==> config.mk <==
export PLATFORM = sky130hd
export DESIGN_NAME = clock_phasing
export DESIGN_NICKNAME = d
export VERILOG_FILES = /design/src/rtl/clock_phasing.sv
export SDC_FILE = /design/constraint.sdc
export NUM_CORES = 1
export LEC_CHECK = 0
export CORE_AREA = 2 2 39 41
export DETAILED_ROUTE_END_ITERATION = 16
export DIE_AREA = 0 0 41 43
export SETUP_SLACK_MARGIN = 0.02
export SYNTH_ARGS = -nofsm -noshare
export SYNTH_HDL_FRONTEND = slang
export SYNTH_SLANG_ARGS = --single-unit
==> constraint.sdc <==
create_clock -name clk -period 2.15 [get_ports clk]
set_input_delay 0.645 -clock clk [delete_from_list [all_inputs] [get_ports clk]]
set_output_delay 0.645 -clock clk [all_outputs]
set_load 0.02 [all_outputs]
==> src/rtl/clock_phasing.sv <==
// Quadrature phase generator: divides clk by 4*SLOT_CYCLES and drives four
// registered 50%-duty outputs at 0/90/180/270 degree offsets.
module clock_phasing #(
  parameter int SLOT_CYCLES = 1
) (
  input  logic clk,
  input  logic rst,
  output logic clk_0,
  output logic clk_90,
  output logic clk_180,
  output logic clk_270
);

  localparam int CW = (SLOT_CYCLES > 1) ? $clog2(SLOT_CYCLES) : 1;
  localparam logic [CW-1:0] LAST = CW'(SLOT_CYCLES - 1);

  if (SLOT_CYCLES < 1) begin : g_bad_param
    $error("clock_phasing: SLOT_CYCLES must be >= 1");
  end

  typedef struct packed {
    logic p0;
    logic p90;
    logic p180;
    logic p270;
  } phase_t;

  logic [CW-1:0] cyc;
  logic [1:0]    slot;
  logic          started;
  phase_t        ph_q;

  function automatic phase_t slot_pat(input logic [1:0] s);
    case (s)
      2'd0:    slot_pat = '{p0: 1'b1, p90: 1'b0, p180: 1'b0, p270: 1'b1};
      2'd1:    slot_pat = '{p0: 1'b1, p90: 1'b1, p180: 1'b0, p270: 1'b0};
      2'd2:    slot_pat = '{p0: 1'b0, p90: 1'b1, p180: 1'b1, p270: 1'b0};
      default: slot_pat = '{p0: 1'b0, p90: 1'b0, p180: 1'b1, p270: 1'b1};
    endcase
  endfunction

  // slot resets to 3 so the first live edge lands in slot 0 via the normal wrap
  always_ff @(posedge clk) begin
    if (rst) begin
      cyc     <= '0;
      slot    <= 2'd3;
      started <= 1'b0;
      ph_q    <= '0;
    end else if (!started || cyc == LAST) begin
      started <= 1'b1;
      cyc     <= '0;
      slot    <= slot + 2'd1;
      ph_q    <= slot_pat(slot + 2'd1);
    end else begin
      cyc <= cyc + 1'b1;
    end
  end

  assign clk_0   = ph_q.p0;
  assign clk_90  = ph_q.p90;
  assign clk_180 = ph_q.p180;
  assign clk_270 = ph_q.p270;

endmodule

After elaboration in Yosys (flattened, before gate mapping)
Index checks and enable logic that the tools add are counted.
Cells by class
  $add $sub $neg: 2
  equality and inequality tests: 2
  muxes and demuxes: 1
  bitwise operators: 1
  reduce and logical (&&, ||, !) cells: 4
Operators by type and width (number)
  $pmux 4 s3: 1
  $add 2x1->2 const B: 1
  $eq 2x1->1 const B: 1
  $eq 2x2->1 const B: 1
  $logic_not 2->1: 1
  $reduce_or 2->1: 1
  $add 1x1->1 const B: 1
  $logic_not 1->1: 1
  $logic_or 1x1->1: 1
  $not 1->1: 1
Storage, ports and cells
  flip-flop bits (word level): 8
  logic and storage cells: 17

Longest topological paths before layout
Gate-level depths: netlist of the first run.
  word-level depth: 3
  mapped depth: 2
  gate-level depth less buffers: 2

Worst setup path before layout of the first run
OpenSTA, ideal clock, no wires.
  path type: input to register
  start: input port rst
  end: register ph_q (netlist bit clk_0)
  library setup time: 0.116 ns
  data arrival time: 0.973 ns
  data required time: 2.034 ns
  slack: 1.062 ns
  stages on the path: 2
  buffers on the path: 0
  cells stage by stage: and4b_1 a31o_1
RTL lines
  start, declared: line 7  | input logic rst,
  end signal, assigned: line 53  | ph_q <= slot_pat(slot + 2'd1);
  end, declared: line 31  | phase_t ph_q;

Worst setup path after layout of the first run
  start: register ph_q (netlist bit clk_270)
  end: output port clk_270
RTL lines
  end, declared: line 11  | output logic clk_270
No word-level cell between the ends.

==> results.md, run 1 <==
Power:
- The share of total power in sequential cells is between 40% and 50%.
- Summed over all nets, the switching power comes to 0.0911 mW.
- The power density over the cells is roughly 900 nW/um^2.
- The internal power is 0.261 mW.
- The switching part of the total is between 20% and 30%.
- The relative contribution of combinational cells to total power is between 10% and 20%.
- The power share of the clock group is roughly 34%.
- In this run the static leakage power is between 0.15 and 0.2 nW.
- The worst-case IR drop observed on VDD is 478 uV.

Critical path:
- The worst register-to-register path has a depth of 2.
- The critical path launch point type is a flip-flop.
- Among cell families on the critical path, the largest total delay comes from buffers and inverters.
- The destination of the worst register-to-register timing path is clk_0.
- The largest single stage delay on the critical path is 0.60 ns.
- The startpoint identified for the worst register-to-register timing path is started.
- The critical path in this run is classified as reg -> out.
- Traced cell by cell, the critical path runs through clkdlybuf4s50_1.
- STA puts the critical path data arrival time at 1.18 ns.
- The required time of the worst setup path is roughly 1.5 ns.
- The top fanout value on the critical path is 2.
- The highest-delay cell along the critical path is clkdlybuf4s50_1.
- Together, buffers and inverters on the worst path number 1.
- The minimum setup slack among reg-to-reg paths is between 1 and 1.5 ns.
- STA classifies the critical path endpoint as a primary output.

Detailed routing:
- The met3 wirelength from detailed routing is ~26 um.
- The total wire length after detailed routing is between 500 and 600 um.
- Detailed routing placed a total of around 220 um of wire on met2.
- The post-route antenna net violation count is 0.
- After detailed routing, the wire length on met1 is about 250 um.
- Dividing the detail-routed via count by the number of cells gives between 4 and 5.
- The routed via count is 208.
- Signal routing reaches up to met4.
- After detailed routing, the average wire length per cell comes to slightly above 10 um.
- The number of search-and-repair iterations in the first detailed-routing pass is 4.
- The final routed DRC violation total is 0.
- The DRC violation total after the first TritonRoute iteration is 3.

Floorplan:
- The die covers 1760 sq um.
- The vertical extent of the die is roughly 43 um.
- Row generation in the floorplan step produced 14 rows.
- During I/O placement, the number of pins put on the boundary was 6.
- The die outline width is 41 um.
- After floorplanning, the core was sized to cover between 1000 and 1500 sq um.
- The initial cell density of the core is a little over a fifth.

GRT:
- The global-route wire length before repair is 828 um.
- Entering global routing, the biggest net connects 8 pins.
- The via count of the first global-routing pass was about 210.
- The aggregate global routing overflow is 0.
- The initial antenna violation count is 0.
- Global routing used 7.56% of the available tracks.

Min path:
- The path class of the tightest hold or removal check is reg -> reg.
- Along the worst hold path, the cell count comes to 2.
- The capture endpoint of the worst hold path is clk_270.
- The worst hold path begins at clk_270.

Logic synthesis:
- The synthesized design contains 8 register bits.
- Synthesis produced a netlist with a net count of 28.
- The synthesized area divided by synthesized cell count is roughly 11 sq um.
- After synthesis the cells add up to roughly 290 sq um.
- The fraction of post-synthesis cell area in the top cell type by area is between 50% and 60%.
- The cell count after synthesis is 26.
- Synthesis instantiated 18 different standard cells from the library.
- The Yosys step of the flow raised 0 warnings.
- In the post-synthesis netlist, the biggest area contributors are dfxtp_1 (54%), and3b_1 (6.0%), a211oi_2 (4.3%), a21bo_2 (3.4%), and4b_1 (3.4%).
- The cell taking the most area after synthesis is dfxtp_1.
- The proportion of synthesized chip area in sequential cells is between 50 and 60%.

Run status:
- The run finished with clean final reports.

Final layout:
- Registers take around 160 sq um.
- Measured on the finished design, the core utilization comes to between 20% and 30%.
- From synthesis to final layout, the design area changed by 31.5%.
- The final net count is 38.
- The post-route netlist has 17.6% of its cells at a drive strength greater than 1.
- Fill cells in the final layout number roughly 150.
- In the final layout, the multi-input gates occupy ~130 sq um.
- The final antenna diode count is 0.

STA:
- The number of hold violations in the final report is 0.
- The number of pins exceeding their max-slew limit in the final report is 0.
- Setup repair after global routing left no endpoint under its margin.
- Clock skew on the completed layout was measured at between 0.006 and 0.007 ns.
- For the final routed database, the setup TNS stands at 0 ns.
- The upper clock frequency limit is about 0.55 GHz.
- The number of endpoints failing setup at the final stage is 0.
- The minimum clock period after layout is 1.82 ns.
- The ratio of final minimum period to clock period is between 80% and 90%.

Place:
- The half-perimeter wire length after placement is ~330 um.
- At the end of routability-driven placement, the weighted congestion stood at 0.719.
- The number of buffers added on ports is 5.

Clocking:
- The CTS tree is built.
- The number of clock sinks is 8.
- The count of cells resized by post-cts repair is 0.
- The post-CTS setup-driven buffer insertion count is 0.
- In this run the deepest clock path goes through 2 buffers.
- The number of hold buffers added after cts is 0.
- After clock tree synthesis, the clock-pin slew on the worst setup and hold paths is 0.06 ns.
- The root buffer cell chosen for the clock tree is clkbuf_4.
- CTS built an H-tree with a depth of 1.
- The number of CTS-inserted buffers is 3.
- The clock latency of the later-clocked register in the worst-skew pair is 0.26 ns.

Job:
- The count of max-cap constraint violations is 0.
## state kept, by name, indices dropped and copies added (netlist names)
register	count
clk_0	1
clk_180	1
clk_270	1
clk_90	1
cyc	1
slot	2
started	1
## placed cells by master, fill, tap and decap left out, types with 2 or more instances in the layout
master and instances:
and3b_1 2, clkbuf_4 3, dfxtp_1 8, clkdlybuf4s50_1 5
## power by group through the flow
stage                     registers (mW)  clock network (mW)  logic (mW)
after floorplan                    0.186                   0      0.0266
after global placement             0.177                   0      0.0600
after detailed placement           0.177                   0      0.0603
after CTS                          0.174               0.120      0.0605
after global routing               0.176               0.126      0.0660
final                              0.174               0.118      0.0598
## cell families (layout without fill, tap and decap cells)
family	Yosys count	in the layout	synth area share [%]
compound gates	7	7	20.0
xor+xnor	1	1	2.98
buf+inv	1	9	1.28
flops	8	8	54.5
mux	1	1	3.40
other cells	1	1	1.28
simple gates	7	7	16.6
## cells in the mapped netlist
| master | number |
|---|---|
| conb_1 | 1 |
| nor2_1 | 1 |
| and3b_1 | 2 |
| a21boi_1 | 1 |
| o211a_1 | 1 |
| xnor2_1 | 1 |
| nand3_1 | 1 |
| a21oi_1 | 1 |
| a31o_1 | 1 |
| o21ai_0 | 1 |
| mux2i_1 | 1 |
| and4b_1 | 1 |
| and2b_2 | 1 |
| nand2_1 | 1 |
| a211oi_2 | 1 |
| dfxtp_1 | 8 |
| a21bo_2 | 1 |
| inv_1 | 1 |
## metrics by stage
stage	power, mW	hold WS, ns	instance area (sq um)	instances	setup slack (ns)
2_1_floorplan	0.213	0.493	294	26	1.06
4_1_cts	0.355	0.485	387	50	0.315
3_5_place_dp	0.237	0.476	364	47	0.413
5_1_grt	0.368	0.511	387	50	0.270
3_3_place_gp	0.237	0.476	364	47	0.425
6_report	0.352	0.484	387	50	0.325
## layout make-up
| class | instances | area share [%] |
|---|---|---|
| clock buffer | 3 | 5.83 |
| tap | 16 | 5.18 |
| sequential | 8 | 41.4 |
| inverter | 1 | 0.971 |
| multi-input combinational | 17 | 33.7 |
| timing repair buffer | 5 | 12.9 |
## worst max path at each step
stage                       start       to  slack [ns]  cells after the start
after floorplan               rst    clk_0        1.06                      2
after detailed placement      rst    clk_0        0.41                      3
after global placement        rst    clk_0        0.42                      3
final                     clk_270  clk_270        0.33                      1
after CTS                   clk_0    clk_0        0.31                      1
after global routing        clk_0    clk_0        0.27                      1
## per-layer routing
metal,GRT usage [%],vias to the layer above
met1,8.47,91
met2,9.69,6
li1,-,109
met3,3.14,2
met4,8.00,0
met5,0,-
(Power assumes the default switching activity.)
==> run 2: changes to the inputs <==
==> constraint.sdc (replaced) <==
create_clock -name clk -period 1.6 [get_ports clk]
set_input_delay 0.48 -clock clk [delete_from_list [all_inputs] [get_ports clk]]
set_output_delay 0.48 -clock clk [all_outputs]
set_load 0.02 [all_outputs]
==> results.md, run 2 (synthesized netlist as in run 1, its figures left out) <==
Run status:
- The run finished with clean final reports.

Place:
- The placed standard-cell area was 372 sq um (+2.1%).
- The global placer's final weighted congestion came to 0.768 (+6.7%).
- The half-perimeter wire length after placement is 364 um (+9.4%).
- The number of buffers added on ports is 5 (unchanged).
- The post-placement cell count is 48 (+2.1%).

Clocking:
- The maximum clock path buffer count is 2 (unchanged).
- The clock latency of the later-clocked register in the worst-skew pair is 0.25 ns (about the same).
- The buffer type at the clock tree root is clkbuf_4.
- The clock-pin slew on the worst setup and hold paths came to 0.05 ns (about the same).
- The number of CTS-inserted buffers is 3 (unchanged).
- TritonCTS built the clock tree.
- The level count of the clock H-tree is 1 (unchanged).
- The number of clock sinks came to 8 (unchanged).

Critical path:
- Traced cell by cell, the critical path runs through dlygate4sd2_1.
- The critical path data arrival time is 0.90 ns (-0.28 ns).
- The highest-delay cell along the critical path is dlygate4sd2_1.
- Broken down by cell family, the worst path's largest delay share belongs to buffers and inverters.
- The delay of the slowest cell on the worst path is 0.33 ns (-0.27 ns).
- The required time of the worst setup path is 1.12 ns (-0.38 ns).
- The top fanout value on the critical path is 2 (unchanged).
- The critical path capture point type is a primary output.
- STA classifies the critical path startpoint as a flip-flop.
- The critical path class is reg -> out.
- The number of buffers and inverters on the critical path came to 1 (unchanged).

GRT:
- The maximum number of pins on one net before global-route repair is 8 (unchanged).
- The total routing usage reported by global routing is 7.78% (+0.22 points).
- The via count of the first global-routing pass is 207 (+0.98%).
- The initial antenna violation count came to 0 (unchanged).
- The global-route wire length before repair is 869 um (+5.0%).
- The aggregate global routing overflow was 0 (unchanged).

Detailed routing:
- The routed via count is 223 (+7.2%).
- The total wire length after detailed routing is 515 um (+0.19%).
- The post-route antenna net violation count is 0 (unchanged).
- The routed via count divided by cell count is 4.37 (+5.1%).
- The routed wire length per instance came to 10.1 um (-1.8%).
- The final routed DRC violation total is 0 (unchanged).
- The number of search-and-repair iterations in the first detailed-routing pass is 4 (unchanged).
- The DRC violation total after the first TritonRoute iteration was 2 (-1).

Power:
- The power density over the cells is 1180 nW/um^2 (+29%).
- The power share of the clock group is 32.7% (-0.8 points).
- The highest ir drop seen on vdd came to 484 uV (+1.3%).
- The share of total power in sequential cells is 51.1% (+1.6 points).
- The relative contribution of combinational cells to total power came to 16.2% (-0.8 points).
- The power spent charging and discharging nets came to 0.115 mW (+26%).
- The switching part of the total came to 25.0% (-0.85 points).
- The overall power consumption is 0.458 mW (+30%).
- The cell leakage power was 0.189 nW (+10%).
- The internal power is 0.343 mW (+32%).

Final layout:
- The count of placed standard cells in the final layout, fillers left out is 51 (+2.0%).
- Ranked by flip-flop count, first place goes to slot.
- The layout overhead on the synthesized area is 32.3%.
- The fraction of layout cells with a size suffix above 1 is 20.0% (+2.4 points).
- The final net count came to 39 (+2.6%).
- The post-route standard cell area excluding fillers is 389 sq um (+0.65%).
- The flip-flop count of the largest register after layout is 2 (unchanged).
- Leaving out fill and tap cells, the most frequent cells in the layout are dfxtp_1 (8), dlygate4sd2_1 (4), clkbuf_4 (3).
- Leaving out fill and tap cells, the most frequent cell in the layout is dfxtp_1.
- The final antenna diode count is 0 (unchanged).

STA:
- The ratio of final minimum period to clock period is between 80% and 90%.
- The worst path needs 1.38 ns of the cycle, external delays included.
- The worst clock skew on the final layout was 0.00126 ns (-0.00524 ns).
- Based on the critical path, the design can be clocked at up to around 0.73 GHz.
- The number of hold violations in the final report is 0 (unchanged).
- Setup repair after global routing left no endpoint under its margin.
- The number of pins exceeding their max-slew limit in the final report is 0 (unchanged).
- The number of endpoints failing setup at the final stage came to 0 (unchanged).
- The total negative slack for setup checks is 0 ns (unchanged).
- The smallest hold slack was 0.479 ns (-0.00467 ns).

Floorplan:
- The die area came to 1760 sq um (unchanged).
- The number of top-level pins is 6 (unchanged).
- The die outline width was 41 um (unchanged).
- The vertical extent of the die is 43 um (unchanged).
- The placement row count is 14 (unchanged).
- The initial cell density of the core was 21.2% (unchanged).
- The placeable core region came to 1380 sq um (unchanged).

Min path:
- The type of the tightest min-delay check is reg -> reg.

Job:
- The count of max-cap constraint violations is 0 (unchanged).
run 2: changes by cell type in the layout (fill, tap and decap cells not counted), sizes merged:
cell	before	now
dlygate4sd2	0	4
clkdlybuf4s50	5	1
buf	0	1
run 2: power groups by stage:
stage	Sequential (mW)	Clock, mW	Combinational (mW)
finish	0.234	0.150	0.0742
global route	0.237	0.165	0.0811
CTS	0.234	0.156	0.0755
detailed placement	0.239	0	0.0828
global placement	0.238	0	0.0819
floorplan	0.250	0	0.0358
run 2: cell type report:
cell class / count / area, sq um
clock buffers: 3 / 22.5
fillers: 146 / 995
inverters: 1 / 3.75
multi-input cells: 17 / 130
flip-flops and latches: 8 / 160
well taps: 16 / 20.0
repair buffers: 6 / 52.6
run 2: routing by layer:
layer,share of wire (%),GRT usage [%]
met1,51,10.8
met3,5.8,3.14
met4,0,8.00
met2,43,8.13
met5,0,0
run 2: what timing repair did:
| action | 4_1_cts | 5_1_grt |
|---|---|---|
| gates resized for setup | 4 | 0 |
| hold buffers | 0 | 0 |
| endpoints found under the setup margin | 4 | 0 |
| setup buffers | 0 | 0 |
run 2: path summary, 6_finish.rpt:
| kind | start | endpoint | slack (ns) | cells after the start |
|---|---|---|---|---|
| worst max-delay path | clk_90 | clk_90 | 0.22 | 1 |
| worst min-delay path | clk_270 | clk_270 | 0.48 | 2 |
| worst max register to register | cyc | clk_90 | 0.69 | 2 |
| worst min register to register | clk_270 | clk_270 | 0.48 | 2 |
run 2: per-stage QoR:
stage	utilization, %	setup WS (ns)
final	28.1	0.221
after global routing	28.1	0.167
after CTS	28.1	0.207
after detailed placement	26.9	0.0585
after global placement	26.9	0.0782
after floorplan	-	0.677
